[config.mk]
export PLATFORM = sky130hd
export DESIGN_NAME = id_ex_pipe_stage
export DESIGN_NICKNAME = d
export VERILOG_FILES = /design/src/rtl/id_ex_pipe_stage.sv
export SDC_FILE = /design/constraint.sdc
export NUM_CORES = 1
export LEC_CHECK = 0
export BUFFER_PORTS_ARGS = -buffer_cell sky130_fd_sc_hd__buf_2
export CAP_MARGIN = 20
export CORE_UTILIZATION = 55
export DETAILED_ROUTE_END_ITERATION = 10
export HOLD_SLACK_MARGIN = 0.1
export PLACE_DENSITY = 0.81
export SLEW_MARGIN = 20
export SYNTH_ARGS = -nofsm -noshare
export SYNTH_HDL_FRONTEND = slang
export SYNTH_SLANG_ARGS = --single-unit
export TNS_END_PERCENT = 50
[constraint.sdc]
create_clock -name clk -period 4.8 [get_ports clk]
set_clock_uncertainty 0.2 [all_clocks]
set_input_delay 0.72 -clock clk [delete_from_list [all_inputs] [get_ports clk]]
set_output_delay 0.72 -clock clk [all_outputs]
set_load 0.02 [all_outputs]
[src/rtl/id_ex_pipe_stage.sv]
// ID/EX pipeline stage: valid/ready handshake with a 2-entry skid buffer,
// synchronous flush and bubble masking of side-effecting control bits.
// Optional stall-cycle counter enabled by defining PIPE_PERF_CNT_EN.
module id_ex_pipe_stage #(
  parameter int unsigned XLEN       = 32,
  parameter int unsigned REG_ADDR_W = 5,
  parameter int unsigned ALU_OP_W   = 3
`ifdef PIPE_PERF_CNT_EN
  ,
  parameter int unsigned CNT_W      = 16
`endif
) (
  input  logic                  clk,
  input  logic                  rst,
  input  logic                  flush,
  input  logic                  in_valid,
  output logic                  in_ready,
  input  logic [XLEN-1:0]       srcA_D,
  input  logic [XLEN-1:0]       register_file_srcB_D,
  input  logic [REG_ADDR_W-1:0] rs2_D,
  input  logic [REG_ADDR_W-1:0] rd_D,
  input  logic [XLEN-1:0]       sign_imm_D,
  input  logic [XLEN-1:0]       PC_plus4_D,
  input  logic                  ctrl_register_file_WE_D,
  input  logic                  ctrl_srcB_D,
  input  logic                  ctrl_register_file_WA_D,
  input  logic                  ctrl_data_memory_WE_D,
  input  logic                  ctrl_result_D,
  input  logic                  ctrl_branch_D,
  input  logic [ALU_OP_W-1:0]   ctrl_ALU_op_D,
  output logic                  out_valid,
  input  logic                  out_ready,
  output logic [XLEN-1:0]       srcA_E,
  output logic [XLEN-1:0]       register_file_srcB_E,
  output logic [REG_ADDR_W-1:0] rs2_E,
  output logic [REG_ADDR_W-1:0] rd_E,
  output logic [XLEN-1:0]       sign_imm_E,
  output logic [XLEN-1:0]       PC_plus4_E,
  output logic                  ctrl_register_file_WE_E,
  output logic                  ctrl_srcB_E,
  output logic                  ctrl_register_file_WA_E,
  output logic                  ctrl_data_memory_WE_E,
  output logic                  ctrl_result_E,
  output logic                  ctrl_branch_E,
  output logic [ALU_OP_W-1:0]   ctrl_ALU_op_E
`ifdef PIPE_PERF_CNT_EN
  ,
  output logic [CNT_W-1:0]      stall_cycles
`endif
);

  typedef struct packed {
    logic [XLEN-1:0]       src_a;
    logic [XLEN-1:0]       src_b;
    logic [REG_ADDR_W-1:0] rs2;
    logic [REG_ADDR_W-1:0] rd;
    logic [XLEN-1:0]       sign_imm;
    logic [XLEN-1:0]       pc_plus4;
    logic                  rf_we;
    logic                  src_b_sel;
    logic                  rf_wa;
    logic                  dm_we;
    logic                  result;
    logic                  branch;
    logic [ALU_OP_W-1:0]   alu_op;
  } entry_t;

  // Bit 0 is the main-entry valid, bit 1 the skid-entry valid.
  typedef enum logic [1:0] {
    StEmpty = 2'b00,
    StOne   = 2'b01,
    StFull  = 2'b11
  } state_e;

  state_e state_q;
  entry_t main_q;
  entry_t skid_q;
  entry_t in_entry;
  logic   in_ready_q;
  logic   main_valid;
  logic   accept;
  logic   retire;

  assign main_valid = state_q[0];
  assign accept     = in_valid && in_ready_q;
  assign retire     = main_valid && out_ready;

  // Gather the decode-side fields into one entry.
  always_comb begin
    in_entry           = '0;
    in_entry.src_a     = srcA_D;
    in_entry.src_b     = register_file_srcB_D;
    in_entry.rs2       = rs2_D;
    in_entry.rd        = rd_D;
    in_entry.sign_imm  = sign_imm_D;
    in_entry.pc_plus4  = PC_plus4_D;
    in_entry.rf_we     = ctrl_register_file_WE_D;
    in_entry.src_b_sel = ctrl_srcB_D;
    in_entry.rf_wa     = ctrl_register_file_WA_D;
    in_entry.dm_we     = ctrl_data_memory_WE_D;
    in_entry.result    = ctrl_result_D;
    in_entry.branch    = ctrl_branch_D;
    in_entry.alu_op    = ctrl_ALU_op_D;
  end

  // Occupancy FSM with main/skid storage; in_ready is registered so that an EX
  // stall never reaches ID combinationally.
  always_ff @(posedge clk) begin
    if (rst) begin
      state_q    <= StEmpty;
      in_ready_q <= 1'b1;
      main_q     <= '0;
      skid_q     <= '0;
    end else if (flush) begin
      // Data fields are left stale; only the valids matter.
      state_q    <= StEmpty;
      in_ready_q <= 1'b1;
    end else begin
      case (state_q)
        StEmpty: begin
          if (accept) begin
            main_q  <= in_entry;
            state_q <= StOne;
          end
        end
        StOne: begin
          if (retire && accept) begin
            main_q <= in_entry;
          end else if (retire) begin
            state_q <= StEmpty;
          end else if (accept) begin
            skid_q     <= in_entry;
            state_q    <= StFull;
            in_ready_q <= 1'b0;
          end
        end
        StFull: begin
          if (retire) begin
            main_q     <= skid_q;
            state_q    <= StOne;
            in_ready_q <= 1'b1;
          end
        end
        default: begin
          state_q    <= StEmpty;
          in_ready_q <= 1'b1;
        end
      endcase
    end
  end

  assign in_ready  = in_ready_q;
  assign out_valid = main_valid;

  // Head entry to EX; side-effecting controls are forced low on bubbles.
  always_comb begin
    srcA_E                  = main_q.src_a;
    register_file_srcB_E    = main_q.src_b;
    rs2_E                   = main_q.rs2;
    rd_E                    = main_q.rd;
    sign_imm_E              = main_q.sign_imm;
    PC_plus4_E              = main_q.pc_plus4;
    ctrl_register_file_WE_E = main_q.rf_we && main_valid;
    ctrl_srcB_E             = main_q.src_b_sel;
    ctrl_register_file_WA_E = main_q.rf_wa;
    ctrl_data_memory_WE_E   = main_q.dm_we && main_valid;
    ctrl_result_E           = main_q.result;
    ctrl_branch_E           = main_q.branch && main_valid;
    ctrl_ALU_op_E           = main_q.alu_op;
  end

`ifdef PIPE_PERF_CNT_EN
  logic [CNT_W-1:0] stall_q;

  // Saturating count of cycles EX held a valid entry; only rst clears it.
  always_ff @(posedge clk) begin
    if (rst) begin
      stall_q <= '0;
    end else if (main_valid && !out_ready && (stall_q != {CNT_W{1'b1}})) begin
      stall_q <= stall_q + 1'b1;
    end
  end

  assign stall_cycles = stall_q;
`endif

endmodule
# Word level (Yosys, flattened, before mapping)
# Cells that the tools add are included.
# classes
n_eq_ne	9
n_mux	15
reduce_logical	13
n_bitwise	4
# ops
operator	count
$mux 147	3
$pmux 147 s3	1
$reduce_and 5->1	3
$ne 2x2->1 const B	6
$mux 2	5
$logic_and 1x1->1	6
$pmux 2 s3	1
$mux 1	4
$not 1->1	4
$reduce_and 4->1	1
$ne 3x3->1 const B	1
$pmux 1 s3	1
$reduce_bool 3->1	1
$eq 2x1->1 const B	1
$eq 2x2->1 const B	1
$logic_not 2->1	1
$reduce_or 2->1	1
# totals
wordCells	69
register_bits	297

# Depth between registers and ports, before layout
# logic_depth
depth_word	5
depth_mapped	8
ltp_nobuf	6

# Least setup slack after synthesis
# Ideal clock, no wire load.
# synth_path
path_type	register to register
startpoint	reg state_q[0]
endpoint	reg main_q, in the netlist ctrl_register_file_WA_E
path_slack_ps	2288
n_path_buf	2
path_stages_with_launch	9
setup_time_ps	86
arrival_time_ps	2226
period_less_slack_ps	2512
path_cell_list	dfxtp_1 > inv_1 > ha_1 > or2_2 > a2111oi_4 > buf_2 > buf_2 > nor2_1 > a211oi_1
# synth_between
elab_chain_len	4
word_cells_on_any_way	11
# synth_lines
item	line_no	text
from (decl)	75	state_e state_q;
from (signal assigned)	110	state_q <= StEmpty;
from (signal assigned)	116	state_q <= StEmpty;
from (signal assigned)	123	state_q <= StOne;
$logic_and 1x1->1	86	assign retire = main_valid && out_ready;
$logic_and 1x1->1	127	if (retire && accept) begin
$ne 2x2->1 (no line)	--	
$reduce_and 5->1 (no line)	--	
to (signal assigned)	122	main_q <= in_entry;
to (signal assigned)	128	main_q <= in_entry;
to (signal assigned)	139	main_q <= skid_q;
to (decl)	76	entry_t main_q;
# Several ways; a longest one is shown, not always the timed one.
# A chain may end at the register's enable or synchronous reset.

# Worst setup path after layout
# layout_path
startpoint	reg state_q[0]
endpoint	reg main_q, in the netlist register_file_srcB_E[4]
# The elaborated chain is that of the path after synthesis.

==> impl_metrics.json <==
{
  "pwr-share-clk": 0.395,
  "crit_path_end_kind": "flop",
  "final_common_cell": "buf_2",
  "holdPathStages": 3,
  "insertion_delay_ps": 530,
  "clock_sinks": 297,
  "required_ps": 5030,
  "yosysSeqAreaShare": 0.4675,
  "power_frac_seq": 0.472,
  "synth_area_leaders": "dfxtp_1 (47%), mux2i_1 (12%), nand2_1 (8.8%)",
  "setup_ws_ps": 1758,
  "postRouteAntennaNets": 0,
  "setup-tns-final_ps": 0,
  "status": "completed",
  "routed_wl_mm": 28.13,
  "h-tree-depth": 1,
  "swShare": 0.2635,
  "internal-power_mw": 4.200,
  "rows": 55,
  "hold_viol_final": 0,
  "min_period_ps": 3042,
  "grt-ovfl-total": 0,
  "max_freq_mhz": 328.7,
  "port_buffers": 300,
  "nFillCells": 1901,
  "setup_viol": 0,
  "area_growth_pct": 11.49,
  "vias": 9990,
  "yosysTopAreaCell": "dfxtp_1",
  "stdcell_count": 1871,
  "clk_pin_slew_ps": 60,
  "dieWidth_um": 154.1,
  "drv_slew": 0,
  "grt_max_degree": 157,
  "final_area_mm2": 0.01418,
  "utilization": 0.6263,
  "p_sw_mw": 1.503,
  "postSynthCellCount": 1472,
  "critical_path_arrival_ps": 3270,
  "clock_path_buffers": 3,
  "post_cts.repair.setup_buffers": 0,
  "whs_ps": 228.2,
  "worstPathMaxFanout": 138,
  "hpwl_mm": 17.44,
  "mostFrequentLayoutCells": "buf_2 (299), nand2_1 (298), dfxtp_1 (297)",
  "die_h_um": 154.1,
  "cts_buffers": 31,
  "dp_cells": 1812,
  "finalPower_mw": 5.703,
  "ios": 301,
  "cts_tree": "done",
  "maxSlewHeadroom": 0.1517,
  "rsz0062_at_grt": "false",
  "syn_nets": 1629,
  "track_usage": 0.2266,
  "drcViolationCount": 0,
  "r2r_cells": 7,
  "grt_pass1_vias": 9291,
  "place_area_mm2": 0.01320,
  "maxCapViolCount": 0,
  "firstDrtPassIters": 7,
  "syn_area_per_cell_um2": 8.639,
  "critPathKind": "reg2reg",
  "synth_area_mm2": 0.01272,
  "synth_top_area_frac": 0.4675,
  "pre_cts_ws_ps": 1794,
  "drive_above_1_share": 0.2296,
  "synth.distinct_cells": 29,
  "wl_per_cell_um": 15.03,
  "coreArea_mm2": 0.02264,
  "antenna_found_initial": 7,
  "grt_pass1_wl_mm": 44.88,
  "start_util": 0.5617,
  "nNetsFinal": 1717,
  "ctsResizeCount": 0,
  "hold_class": "in2reg",
  "max_slew.worst_pin.slew_ps": 1272,
  "synth_seq_cells": 297,
  "ir_drop_v": 0.0003094,
  "fin_crit_sh": 0.6338,
  "drt-initial-drc-count": 656,
  "synth_warnings": 0,
  "gp_routability_congestion": 0.7694,
  "power_density_mw_per_mm2": 402.2,
  "die_area_mm2": 0.02373,
  "combinationalPowerShare": 0.133,
  "worstSetupStartpointType": "flop",
  "leakage_nw": 5.337,
  "cts_root_buf": "clkbuf_16",
  "hold_buffers": 0,
  "vias_per_cell": 5.339
}
## state kept, by name, summed over array words and instances, names as in the netlist
| name | cells |
|---|---|
| in_ready | 1 |
| register_file_srcB_E | 32 |
| skid_q | 147 |
| ctrl_register_file_WA_E | 1 |
| ctrl_result_E | 1 |
| state_q | 2 |
| rd_E | 5 |
| ctrl_ALU_op_E | 3 |
| main_q | 3 |
| srcA_E | 32 |
| sign_imm_E | 32 |
| ctrl_srcB_E | 1 |
| PC_plus4_E | 32 |
| rs2_E | 5 |
## final timing paths
kind | start | to | slack, ps
setup / recovery | state_q[0] | register_file_srcB_E[4] | 1760
hold / removal | register_file_srcB_D[13] | skid_q[96] | 230
setup reg to reg | state_q[0] | register_file_srcB_E[4] | 1760
hold reg to reg | skid_q[67] | skid_q[67] | 250
## synth_stat cells
master,instances
nor4_1,1
a41o_1,1
o221ai_1,1
ha_1,5
dfxtp_1,297
nand3_1,2
a21oi_1,150
nor2_1,148
a2111oi_4,1
and2_1,4
o21ai_0,1
a31o_2,1
buf_1,3
or3_1,1
a211oi_1,147
a211o_1,1
nand2_1,298
buf_4,141
a21boi_1,1
a21boi_0,2
a41oi_1,1
inv_1,3
mux2i_1,147
a2111oi_0,1
buf_2,30
clkbuf_1,81
nor3_1,1
or2_2,1
nand4_1,1
## power groups by stage
stage               Combinational [mW]  Sequential, mW  Clock [mW]
finish                           0.759            2.69        2.25
global route                     0.828            2.71        2.41
CTS                              0.763            2.69        2.30
detailed placement               0.760            2.74           0
global placement                 0.741            2.74           0
floorplan                        0.656            2.73           0
## worst max-delay path: stages, from the launching register on
cell and delay (ps):
dfxtp_1 600, inv_1 140, ha_1 250, or2_2 330, a2111oi_4 430, buf_12 430, nor2_1 120, a211oi_1 270
## metal layers
| layer | global-route usage | routed length, um | up-vias |
|---|---|---|---|
| li1 | - | - | 5040 |
| met1 | 0.2786 | 12120 | 4609 |
| met2 | 0.3775 | 13150 | 264 |
| met3 | 0.05524 | 1774 | 73 |
| met4 | 0.09762 | 1050 | 4 |
| met5 | 0 | 27 | - |
## cell type report
cell class	count	area (um2)	share of cell area
tap	285	356.6	0.02515
clock buffer	47	925.9	0.06530
multi-input combinational	917	5259	0.3709
timing repair buffer	310	1624	0.1145
antenna	5	12.51	0.0008825
sequential	297	5946	0.4193
inverter	3	11.26	0.0007942
clock inverter	7	43.79	0.003089
## logic make-up after synthesis
kind of cell / after synthesis / synth area share
flops: 297 / 0.4675
mux: 147 / 0.1157
simple gates: 457 / 0.1368
buf+inv: 258 / 0.1207
fa+ha+maj: 5 / 0.004919
compound gates: 308 / 0.1544
(Power assumes the default switching activity.)
